[src/rtl/alu_pkg.sv]
// Shared ALU definitions: function codes and the sequencer state encoding.
package alu_pkg;

  localparam int FUNC_W_DEF = 6;

  // ALU function codes. The sequencer passes these through untouched.
  localparam logic [FUNC_W_DEF-1:0] FN_SLL  = 6'b000000;
  localparam logic [FUNC_W_DEF-1:0] FN_ADDU = 6'b100001;
  localparam logic [FUNC_W_DEF-1:0] FN_SUB  = 6'b100010;
  localparam logic [FUNC_W_DEF-1:0] FN_XOR  = 6'b100110;
  localparam logic [FUNC_W_DEF-1:0] FN_SLT  = 6'b101010;
  localparam logic [FUNC_W_DEF-1:0] FN_BEQ  = 6'b111000;
  localparam logic [FUNC_W_DEF-1:0] FN_BNE  = 6'b111001;
  localparam logic [FUNC_W_DEF-1:0] FN_LUI  = 6'b111101;

  // Idle value on the ALU function bus: an add has no side effects.
  localparam logic [FUNC_W_DEF-1:0] FN_IDLE = FN_ADDU;

  typedef enum logic [1:0] {
    ST_IDLE  = 2'd0,
    ST_ISSUE = 2'd1,
    ST_WAIT  = 2'd2,
    ST_RESP  = 2'd3
  } state_e;

endpackage

[src/rtl/alu_share_ctrl_if.sv]
// Requester handshake plus ALU operand/result bus of the shared-ALU sequencer.
interface alu_share_ctrl_if #(
  parameter int N_REQ  = 2,
  parameter int DATA_W = 32,
  parameter int FUNC_W = 6
);

  logic [N_REQ-1:0]        req_valid;
  logic [N_REQ-1:0]        req_ready;
  logic [N_REQ*DATA_W-1:0] req_a;
  logic [N_REQ*DATA_W-1:0] req_b;
  logic [N_REQ*FUNC_W-1:0] req_func;

  logic [DATA_W-1:0]       alu_in1;
  logic [DATA_W-1:0]       alu_in2;
  logic [FUNC_W-1:0]       alu_func;
  logic [DATA_W-1:0]       alu_out;
  logic                    alu_zero;

  logic [N_REQ-1:0]        rsp_valid;
  logic [N_REQ-1:0]        rsp_ready;
  logic [DATA_W-1:0]       rsp_data;
  logic                    rsp_zero;

  logic                    busy;

  // Environment side: requesters and the ALU itself.
  modport master (
    output req_valid, req_a, req_b, req_func, rsp_ready, alu_out, alu_zero,
    input  req_ready, alu_in1, alu_in2, alu_func, rsp_valid, rsp_data, rsp_zero, busy
  );

  // Sequencer side.
  modport slave (
    input  req_valid, req_a, req_b, req_func, rsp_ready, alu_out, alu_zero,
    output req_ready, alu_in1, alu_in2, alu_func, rsp_valid, rsp_data, rsp_zero, busy
  );

endinterface

[src/rtl/alu_share_ctrl_rr_arbiter.sv]
// Round-robin arbiter: the first pending request at or above the pointer wins,
// wrapping past the top index.
module rr_arbiter #(
  parameter int N_REQ = 2,
  parameter int IDX_W = (N_REQ > 1) ? $clog2(N_REQ) : 1
) (
  input  logic [N_REQ-1:0] req,
  input  logic [IDX_W-1:0] ptr,
  output logic [N_REQ-1:0] grant,
  output logic [IDX_W-1:0] grant_idx,
  output logic             grant_any
);

  // Scan all slots starting at the pointer; only the first hit is granted.
  always_comb begin
    int slot;
    grant     = '0;
    grant_idx = '0;
    grant_any = 1'b0;
    slot      = 0;
    for (int k = 0; k < N_REQ; k++) begin
      slot = int'(ptr) + k;
      if (slot >= N_REQ) slot = slot - N_REQ;
      if (!grant_any && req[slot]) begin
        grant[slot] = 1'b1;
        grant_idx   = IDX_W'(slot);
        grant_any   = 1'b1;
      end
    end
  end

endmodule

[src/rtl/alu_share_ctrl.sv]
// Time-shares one registered ALU between N_REQ requesters: round-robin grant,
// drive operands, wait out the ALU latency, return out/zero to the winner.
module alu_share_ctrl
  import alu_pkg::*;
#(
  parameter int N_REQ   = 2,
  parameter int DATA_W  = 32,
  parameter int FUNC_W  = 6,
  parameter int ALU_LAT = 1
) (
  input logic            clk,
  input logic            rst,
  alu_share_ctrl_if.slave bus
);

  localparam int IDX_W = (N_REQ > 1) ? $clog2(N_REQ) : 1;
  localparam int CNT_W = ($clog2(ALU_LAT + 1) > 1) ? $clog2(ALU_LAT + 1) : 1;

  state_e              state_q, state_d;
  logic [IDX_W-1:0]    ptr_q, ptr_d;
  logic [IDX_W-1:0]    gidx_q, gidx_d;
  logic [CNT_W-1:0]    cnt_q, cnt_d;
  logic [DATA_W-1:0]   in1_q, in1_d;
  logic [DATA_W-1:0]   in2_q, in2_d;
  logic [FUNC_W-1:0]   func_q, func_d;
  logic [DATA_W-1:0]   data_q, data_d;
  logic                zero_q, zero_d;
  logic [N_REQ-1:0]    rsp_valid_q, rsp_valid_d;
  logic                busy_q, busy_d;

  logic [N_REQ-1:0]    arb_grant;
  logic [IDX_W-1:0]    arb_idx;
  logic                arb_any;
  logic [N_REQ-1:0]    gidx_oh;

  rr_arbiter #(
    .N_REQ (N_REQ),
    .IDX_W (IDX_W)
  ) u_arb (
    .req       (bus.req_valid),
    .ptr       (ptr_q),
    .grant     (arb_grant),
    .grant_idx (arb_idx),
    .grant_any (arb_any)
  );

  assign gidx_oh = N_REQ'(1) << gidx_q;

  // Next-state and datapath-register updates for the IDLE/ISSUE/WAIT/RESP sequence.
  always_comb begin
    // NOTE: every _d gets its hold value first so no path through the case
    // leaves a signal unassigned, which would otherwise infer a latch.
    state_d     = state_q;
    ptr_d       = ptr_q;
    gidx_d      = gidx_q;
    cnt_d       = cnt_q;
    in1_d       = in1_q;
    in2_d       = in2_q;
    func_d      = func_q;
    data_d      = data_q;
    zero_d      = zero_q;
    rsp_valid_d = rsp_valid_q;
    case (state_q)
      ST_IDLE: begin
        if (arb_any) begin
          in1_d   = bus.req_a[int'(arb_idx) * DATA_W +: DATA_W];
          in2_d   = bus.req_b[int'(arb_idx) * DATA_W +: DATA_W];
          func_d  = bus.req_func[int'(arb_idx) * FUNC_W +: FUNC_W];
          gidx_d  = arb_idx;
          state_d = ST_ISSUE;
        end
      end
      ST_ISSUE: begin
        // WAIT runs ALU_LAT+1 edges so the capture lands on edge accept+2+ALU_LAT.
        cnt_d   = CNT_W'(ALU_LAT);
        state_d = ST_WAIT;
      end
      ST_WAIT: begin
        if (cnt_q == '0) begin
          data_d      = bus.alu_out;
          zero_d      = bus.alu_zero;
          rsp_valid_d = gidx_oh;
          state_d     = ST_RESP;
        end else begin
          cnt_d = cnt_q - CNT_W'(1);
        end
      end
      ST_RESP: begin
        // Only the granted requester's ready counts; others are ignored.
        if (bus.rsp_ready[gidx_q]) begin
          rsp_valid_d = '0;
          ptr_d       = (gidx_q == IDX_W'(N_REQ - 1)) ? '0 : gidx_q + IDX_W'(1);
          state_d     = ST_IDLE;
        end
      end
      default: state_d = ST_IDLE;
    endcase
    busy_d = (state_d != ST_IDLE);
  end

  // State and output registers with synchronous reset.
  always_ff @(posedge clk) begin
    // NOTE: non-blocking assignments so every flop samples pre-edge values
    // regardless of statement order.
    if (rst) begin
      state_q     <= ST_IDLE;
      ptr_q       <= '0;
      gidx_q      <= '0;
      cnt_q       <= '0;
      in1_q       <= '0;
      in2_q       <= '0;
      func_q      <= FUNC_W'(FN_IDLE);
      data_q      <= '0;
      zero_q      <= 1'b0;
      rsp_valid_q <= '0;
      busy_q      <= 1'b0;
    end else begin
      state_q     <= state_d;
      ptr_q       <= ptr_d;
      gidx_q      <= gidx_d;
      cnt_q       <= cnt_d;
      in1_q       <= in1_d;
      in2_q       <= in2_d;
      func_q      <= func_d;
      data_q      <= data_d;
      zero_q      <= zero_d;
      rsp_valid_q <= rsp_valid_d;
      busy_q      <= busy_d;
    end
  end

  // Acceptance is combinational in IDLE and suppressed while reset is held.
  assign bus.req_ready = (state_q == ST_IDLE && !rst) ? arb_grant : '0;
  assign bus.alu_in1   = in1_q;
  assign bus.alu_in2   = in2_q;
  assign bus.alu_func  = func_q;
  assign bus.rsp_valid = rsp_valid_q;
  assign bus.rsp_data  = data_q;
  assign bus.rsp_zero  = zero_q;
  assign bus.busy      = busy_q;

endmodule
[src/flat_wrapper.sv]
// flat-port wrapper written by rule: the top's interface ports become plain ports
module alu_share_ctrl_flat import alu_pkg::*;
#(
  parameter int N_REQ   = 2,
  parameter int DATA_W  = 32,
  parameter int FUNC_W  = 6,
  parameter int ALU_LAT = 1
)
  (clk, rst, bus_req_valid, bus_req_a, bus_req_b, bus_req_func, bus_rsp_ready, bus_alu_out, bus_alu_zero, bus_req_ready, bus_alu_in1, bus_alu_in2, bus_alu_func, bus_rsp_valid, bus_rsp_data, bus_rsp_zero, bus_busy);
  alu_share_ctrl_if #(.N_REQ(N_REQ), .DATA_W(DATA_W), .FUNC_W(FUNC_W)) bus_i ();
  input logic clk;
  input logic rst;
  input wire logic [$bits(bus_i.req_valid)-1:0] bus_req_valid;
  input wire logic [$bits(bus_i.req_a)-1:0] bus_req_a;
  input wire logic [$bits(bus_i.req_b)-1:0] bus_req_b;
  input wire logic [$bits(bus_i.req_func)-1:0] bus_req_func;
  input wire logic [$bits(bus_i.rsp_ready)-1:0] bus_rsp_ready;
  input wire logic [$bits(bus_i.alu_out)-1:0] bus_alu_out;
  input wire logic [$bits(bus_i.alu_zero)-1:0] bus_alu_zero;
  output wire logic [$bits(bus_i.req_ready)-1:0] bus_req_ready;
  output wire logic [$bits(bus_i.alu_in1)-1:0] bus_alu_in1;
  output wire logic [$bits(bus_i.alu_in2)-1:0] bus_alu_in2;
  output wire logic [$bits(bus_i.alu_func)-1:0] bus_alu_func;
  output wire logic [$bits(bus_i.rsp_valid)-1:0] bus_rsp_valid;
  output wire logic [$bits(bus_i.rsp_data)-1:0] bus_rsp_data;
  output wire logic [$bits(bus_i.rsp_zero)-1:0] bus_rsp_zero;
  output wire logic [$bits(bus_i.busy)-1:0] bus_busy;
  assign bus_i.req_valid = bus_req_valid;
  assign bus_i.req_a = bus_req_a;
  assign bus_i.req_b = bus_req_b;
  assign bus_i.req_func = bus_req_func;
  assign bus_i.rsp_ready = bus_rsp_ready;
  assign bus_i.alu_out = bus_alu_out;
  assign bus_i.alu_zero = bus_alu_zero;
  assign bus_req_ready = bus_i.req_ready;
  assign bus_alu_in1 = bus_i.alu_in1;
  assign bus_alu_in2 = bus_i.alu_in2;
  assign bus_alu_func = bus_i.alu_func;
  assign bus_rsp_valid = bus_i.rsp_valid;
  assign bus_rsp_data = bus_i.rsp_data;
  assign bus_rsp_zero = bus_i.rsp_zero;
  assign bus_busy = bus_i.busy;
  alu_share_ctrl #(.N_REQ(N_REQ), .DATA_W(DATA_W), .FUNC_W(FUNC_W), .ALU_LAT(ALU_LAT)) u_core (.clk(clk), .rst(rst), .bus(bus_i));
endmodule
[config.mk]
export PLATFORM = sky130hd
export DESIGN_NAME = alu_share_ctrl_flat
export DESIGN_NICKNAME = d
export VERILOG_FILES = /design/src/rtl/alu_pkg.sv /design/src/rtl/alu_share_ctrl_if.sv /design/src/rtl/alu_share_ctrl_rr_arbiter.sv /design/src/rtl/alu_share_ctrl.sv /design/src/flat_wrapper.sv
export SDC_FILE = /design/constraint.sdc
export NUM_CORES = 1
export LEC_CHECK = 0
export CORE_ASPECT_RATIO = 0.9
export CORE_MARGIN = 2
export CORE_UTILIZATION = 35
export CTS_CLUSTER_DIAMETER = 200
export DETAILED_ROUTE_END_ITERATION = 8
export PLACE_DENSITY = 0.78
export SETUP_SLACK_MARGIN = 0.02
export SYNTH_ARGS = -nofsm -noshare
export SYNTH_HDL_FRONTEND = slang
export SYNTH_SLANG_ARGS = --single-unit
[constraint.sdc]
create_clock -name clk -period 1.5 [get_ports clk]
set_clock_uncertainty 0.05 [all_clocks]
set_input_delay 0.3 -clock clk [delete_from_list [all_inputs] [get_ports clk]]
set_output_delay 0.3 -clock clk [all_outputs]
set_load 0.01 [all_outputs]
# == Word level (Yosys, flattened, before mapping) ==
# Index checks and enable logic that the tools add are counted.
# op_classes
add_sub_neg,5
mul,1
magnitude_cmp,7
eq_ne,5
shift,4
mux,31
bitwise,2
reduce_logical,14
# op_table
cell,n
$shiftx 64x7->32,2
$ge 32x1->1 const B,2
$lt 32x3->1 const B,2
$mux 32,2
$shiftx 12x32->6,1
$mux 1,16
$mux 2,8
$pmux 2 s4,1
$reduce_and 2->1,3
$reduce_bool 2->1,3
$eq 2x2->1 const B,2
$logic_and 1x1->1,4
$pmux 2 s2,1
$mul 1x2->3 const B,1
$reduce_and 3->1,1
$sub 1x2->3 const B,1
$sub 2x2->3 const B,1
$add 1x1->2 const B,1
$demux 1 s1,2
$eq 2x1->1 const B,1
$ge 1x2->1 const B,1
$ge 2x2->1 const B,1
$logic_not 1->1,2
$logic_not 2->1,1
9 further kinds,9
# word_totals
register_bits,111
in_bits,179
out_inout_bits,108
word_cells,80

# == Depth between registers and ports, before layout ==
# depth
ltp_word,12
depth_mapped,7
ltp_nobuf,5

# == Cells and area by module ==
# A second synthesis with hierarchy kept.
# hier_totals
hier_cells,513
area_unflattened_um2,4818.4
# modules_own_cells
mod,n_inst,cells_each,area_each_um2,seq_area_each_um2
alu_share_ctrl,1,508,4785.8,2222.1
rr_arbiter,1,5,32.5,0.0

# == Worst setup path after synthesis ==
# No wires, ideal clock.
# synth_path
path_type,register to register
startpoint,register u_core.state_q[0]
endpoint,register u_core.rsp_valid_q[0] (netlist: u_core.bus.rsp_valid[0])
setup_ns,0.123
arrival_time_ns,1.409
required_time_ns,1.327
slack_ns,-0.082
stages_incl_launch_ff,7
path_buffers,1
period_less_slack_ns,1.582
path_cell_list,dfxtp_1 > inv_1 > ha_1 > nand2b_1 > buf_2 > a22oi_1 > mux2_1
# synth_via
elab_chain_len,3
word_cells_on_any_way,7
cone_classes,4 x eq/ne; 1 x mux; 2 x reduce/logical
# synth_lines
element,line_no,text
start: declaration,alu_share_ctrl.sv:19,"state_e state_q, state_d;"
start signal: assignment,alu_share_ctrl.sv:118,state_q <= state_d;
$eq 2x2->1,alu_share_ctrl.sv:63,case (state_q)
"$ne 2x1->1 (no source line), or another cell as far along",n/a,
$reduce_and 3->1 (no source line),n/a,
end signal: assignment,alu_share_ctrl.sv:127,rsp_valid_q <= rsp_valid_d;
end: declaration,alu_share_ctrl.sv:28,"logic [N_REQ-1:0] rsp_valid_q, rsp_valid_d;"
# Parallel ways exist; a longest one is shown, timed or not.
# A chain may end at the register's enable or synchronous reset.

# == Worst setup path in the final report ==
# layout_path
startpoint,register u_core.state_q[0]
endpoint,output bus_req_ready[0]
# layout_via
elab_chain_len,3
# layout_lines
element,line_no,text
$logic_not 2->1,alu_share_ctrl.sv:133,assign bus.req_ready = (state_q == ST_IDLE && !rst) ? arb_grant : '0;
$logic_and 1x1->1,alu_share_ctrl.sv:133,
$mux 2,alu_share_ctrl.sv:133,
end: declaration,flat_wrapper.sv:20,output wire logic [$bits(bus_i.req_ready)-1:0] bus_req_ready;
# Every way passes these cells.

==> metrics.md <==
| Metric | Value |
|---|---|
| Async set-or-reset flop fraction in the synthesized netlist | 0% |
| Most used cells in the layout excluding fill and tap cells | clkdlybuf4s50_1 (175), dfxtp_1 (108), dlygate4sd2_1 (107) |
| Post-route met1 wirelength | 7.384 mm |
| Max-Cap Viols | 0 |
| Outcome | finished with violations |
| CTS sink cnt | 111 |
| Metal3 WL | around 1.8 mm |
| Clk buf depth | 2 |
| DRC | 0 |
| Hold Path Stages | 4 |
| Core ar. | 0.01400 mm^2 |
| Final net count | between 1000 and 1500 |
| Met2 wire len | between 10 and 15 mm |
| Starting Density | around 36% |
| Worst-Margin Slew | 0.7003 ns |
| # rows | 41 |
| Relative slew margins | 53.31% |
| Final worst-path cycle share | 109.8% |
| Fmax | roughly 610 MHz |
| Initial antenna violation count | 1 |
| FF+latch count, synth | approximately 110 |
| Height of the die | 117.4 um |
| Cell variety after synth | 33 |
| Failing checks | setup timing |
| Routability cong. | around 0.76 |
| CP Max Fanout | 3 |
| Vias in the first global route | 5761 |
| Crit start category | register |
| Critical Path End Type | output port |
| Min-delay src | rst |
| CTS tree | yes |
| GRT Residual Overflow | 0 |
| RSZ-0062 raised after global routing | yes |
| Area of the die | 0.01526 mm^2 |
| Max VDD drop | ~0.0008 V |
| Reg clk slew, reported paths | 0.07 ns |
| Avg Inst Size Synth | 8.347 um^2 |
| Worst hold path class | in2reg |
| Lkg Pwr | approximately 0.0037 uW |
| Post-layout min period | roughly 1.6 ns |
| Fin Setup TNS | -3.733 ns |
| CTS Root Cell | clkbuf_16 |
| Final setup viols | 59 |
| Total Routing Usage GR | 25.23% |
| Reg2reg end | u_core.bus.alu_in1[5] |
| P per Cell Area | 1563 mW/mm^2 |
| Final WL | between 15 and 20 mm |
| Top FF cell, synth | dfxtp_1 |
| H-tree lvl count | 3 |
| Vias | 5762 |
| Fin. Hold Viols | 0 |
| Pre-antenna DRT Iters | 4 |
| R2R setup slack | -0.12 ns |
| Worst reg2reg startpoint | u_core.state_q[0] |
| Dpl cell area | 0.008170 mm^2 |
| Final Max Tran Viols | 0 |
| Syn. warnings | 0 |
| Setup CP Type | reg2out |
| Max layer used | met4 |
| Final ANT Viol Nets | 0 |
| Hold Crit Endpoint | u_core.bus.rsp_valid[1] |
| Starting DRT DRC Count | 222 |
| Design Area, Final | 0.009345 mm^2 |
| Ports | 287 |
| Post-DP HPWL | 11.83 mm |
| Syn_nets | slightly below 800 |
| Seq/Total Area, Yosys | 44.44% |
| Commonest non-fill, non-tap cell in the layout | clkdlybuf4s50_1 |
| Clk_lat worst skew | 0.35 ns |
| Hold Buf Count CTS | 0 |
| Final Power | 14600 uW |
| Vias per inst | 5.296 |
| DR WL/cell | ~18 um |
| Fraction of layout cells with a size suffix above 1 | 17.45% |
| Critical Path RT | 1.15 ns |
| FF-to-FF path depth | 8 |
| First-pass GRT wire length | 30.32 mm |
| Mapped Cells | around 600 |
| Fin Hold WS | 0.3317 ns |
| Die Wd | around 130 um |
| TritonCTS Buffers | 9 |
| CP arrival | 1.30 ns |
| Worst setup margin | -0.1468 ns |
| Synthesis-to-finish area growth | 86.91% |
| Mapped Area | 0.005000 mm^2 |
| EDFF count, synth | 0 |
| Largest net degree at the start of global routing | 57 |
| Port Buf Inserts | around 290 |
## stage by stage
step	util (%)	instances	worst slack, ns
5_1_grt	66.73	1088	-0.2279
3_3_place_gp	58.34	1045	-0.5205
3_5_place_dp	58.34	1045	-0.5734
2_1_floorplan	-	599	-0.01300
4_1_cts	65.10	1083	-0.1614
6_report	66.73	1088	-0.1468
## worst max-delay path, cell delays in order, from the launching register on
cell and delay (ns):
dfxtp_2 0.33, inv_2 0.07, ha_4 0.16, nand3b_1 0.11, a21oi_2 0.13, buf_2 0.14
## report_power, final
group          internal [uW]  switching (uW)  leakage, uW
clock network           1140            1140     0.000129
logic                   4370            3720      0.00263
registers               3810             416     0.000916
## area by class of cell
type / instances / area (um^2)
Antenna cell: 1 / 2.502
Clock buffer: 10 / 229.0
Clock inverter: 6 / 46.29
Fill cell: 1114 / 4659
Inverter: 3 / 11.26
Multi-Input combinational cell: 421 / 2950
Sequential cell: 111 / 2226
Tap cell: 193 / 241.5
Timing Repair Buffer: 343 / 3638
## synthesized netlist by cell type, types with 2 or more instances
master,number,area (um^2)
dfxtp_1,111,2222
nor2_1,74,277.8
nand3b_1,72,540.5
a311oi_1,68,595.6
nand2_1,68,255.2
o21ai_0,64,320.3
a21oi_1,36,180.2
buf_2,32,160.2
clkbuf_1,29,108.9
o21ai_1,7,35.03
ha_1,4,50.05
inv_1,3,11.26
nand2b_1,3,18.77
nor3_1,3,15.01
a211oi_1,2,15.01
a31oi_1,2,12.51
buf_4,2,15.01
buf_6,2,22.52
mux2i_1,2,20.02
nor2b_1,2,12.51
## kinds of logic after synthesis
family	count (synthesis)	share of synthesized area [%]
compound gates	186	24.32
fa+ha+maj	4	1.001
buf+inv	69	6.431
flops	111	44.44
mux	3	0.6256
simple gates	226	23.17
## sequential cells by signal, indices dropped and copies added (netlist names)
| signal | cells |
|---|---|
| u_core.bus.rsp_valid | 2 |
| u_core.ptr_q | 1 |
| u_core.bus.rsp_zero | 1 |
| u_core.bus.alu_in1 | 32 |
| u_core.bus.busy | 1 |
| u_core.bus.rsp_data | 32 |
| u_core.state_q | 2 |
| u_core.cnt_q | 1 |
| u_core.bus.alu_in2 | 32 |
| u_core.bus.alu_func | 6 |
| u_core.gidx_q | 1 |
## what timing repair did
action,in CTS,in global routing
hold endpoints to repair,0,0
gates resized for setup,181,31
setup endpoints to repair,216,110
pin swaps,11,17
gates cloned,15,1
setup buffers,7,4
## worst max-delay path by stage
stage                      start                 endpoint  slack (ns)  depth (start not counted)
3_3_place_gp    bus_req_valid[0]         bus_req_ready[1]       -0.52                          4
4_1_cts        u_core.state_q[1]         bus_req_ready[1]       -0.16                          4
2_1_floorplan  u_core.state_q[0]  u_core.bus.rsp_valid[0]       -0.01                          6
3_5_place_dp    bus_req_valid[0]    u_core.bus.alu_in2[7]       -0.57                          6
6_report       u_core.state_q[0]         bus_req_ready[0]       -0.15                          5
5_1_grt        u_core.state_q[0]         bus_req_ready[0]       -0.23                          5
## layer usage
layer  vias to the layer above  track usage (%)
met5                         -                0
met4                         0            6.720
met3                        17            9.991
met2                       227            44.18
met1                      2760            28.17
li1                       2758                -
Note: power is estimated with default switching activity, not from simulation.
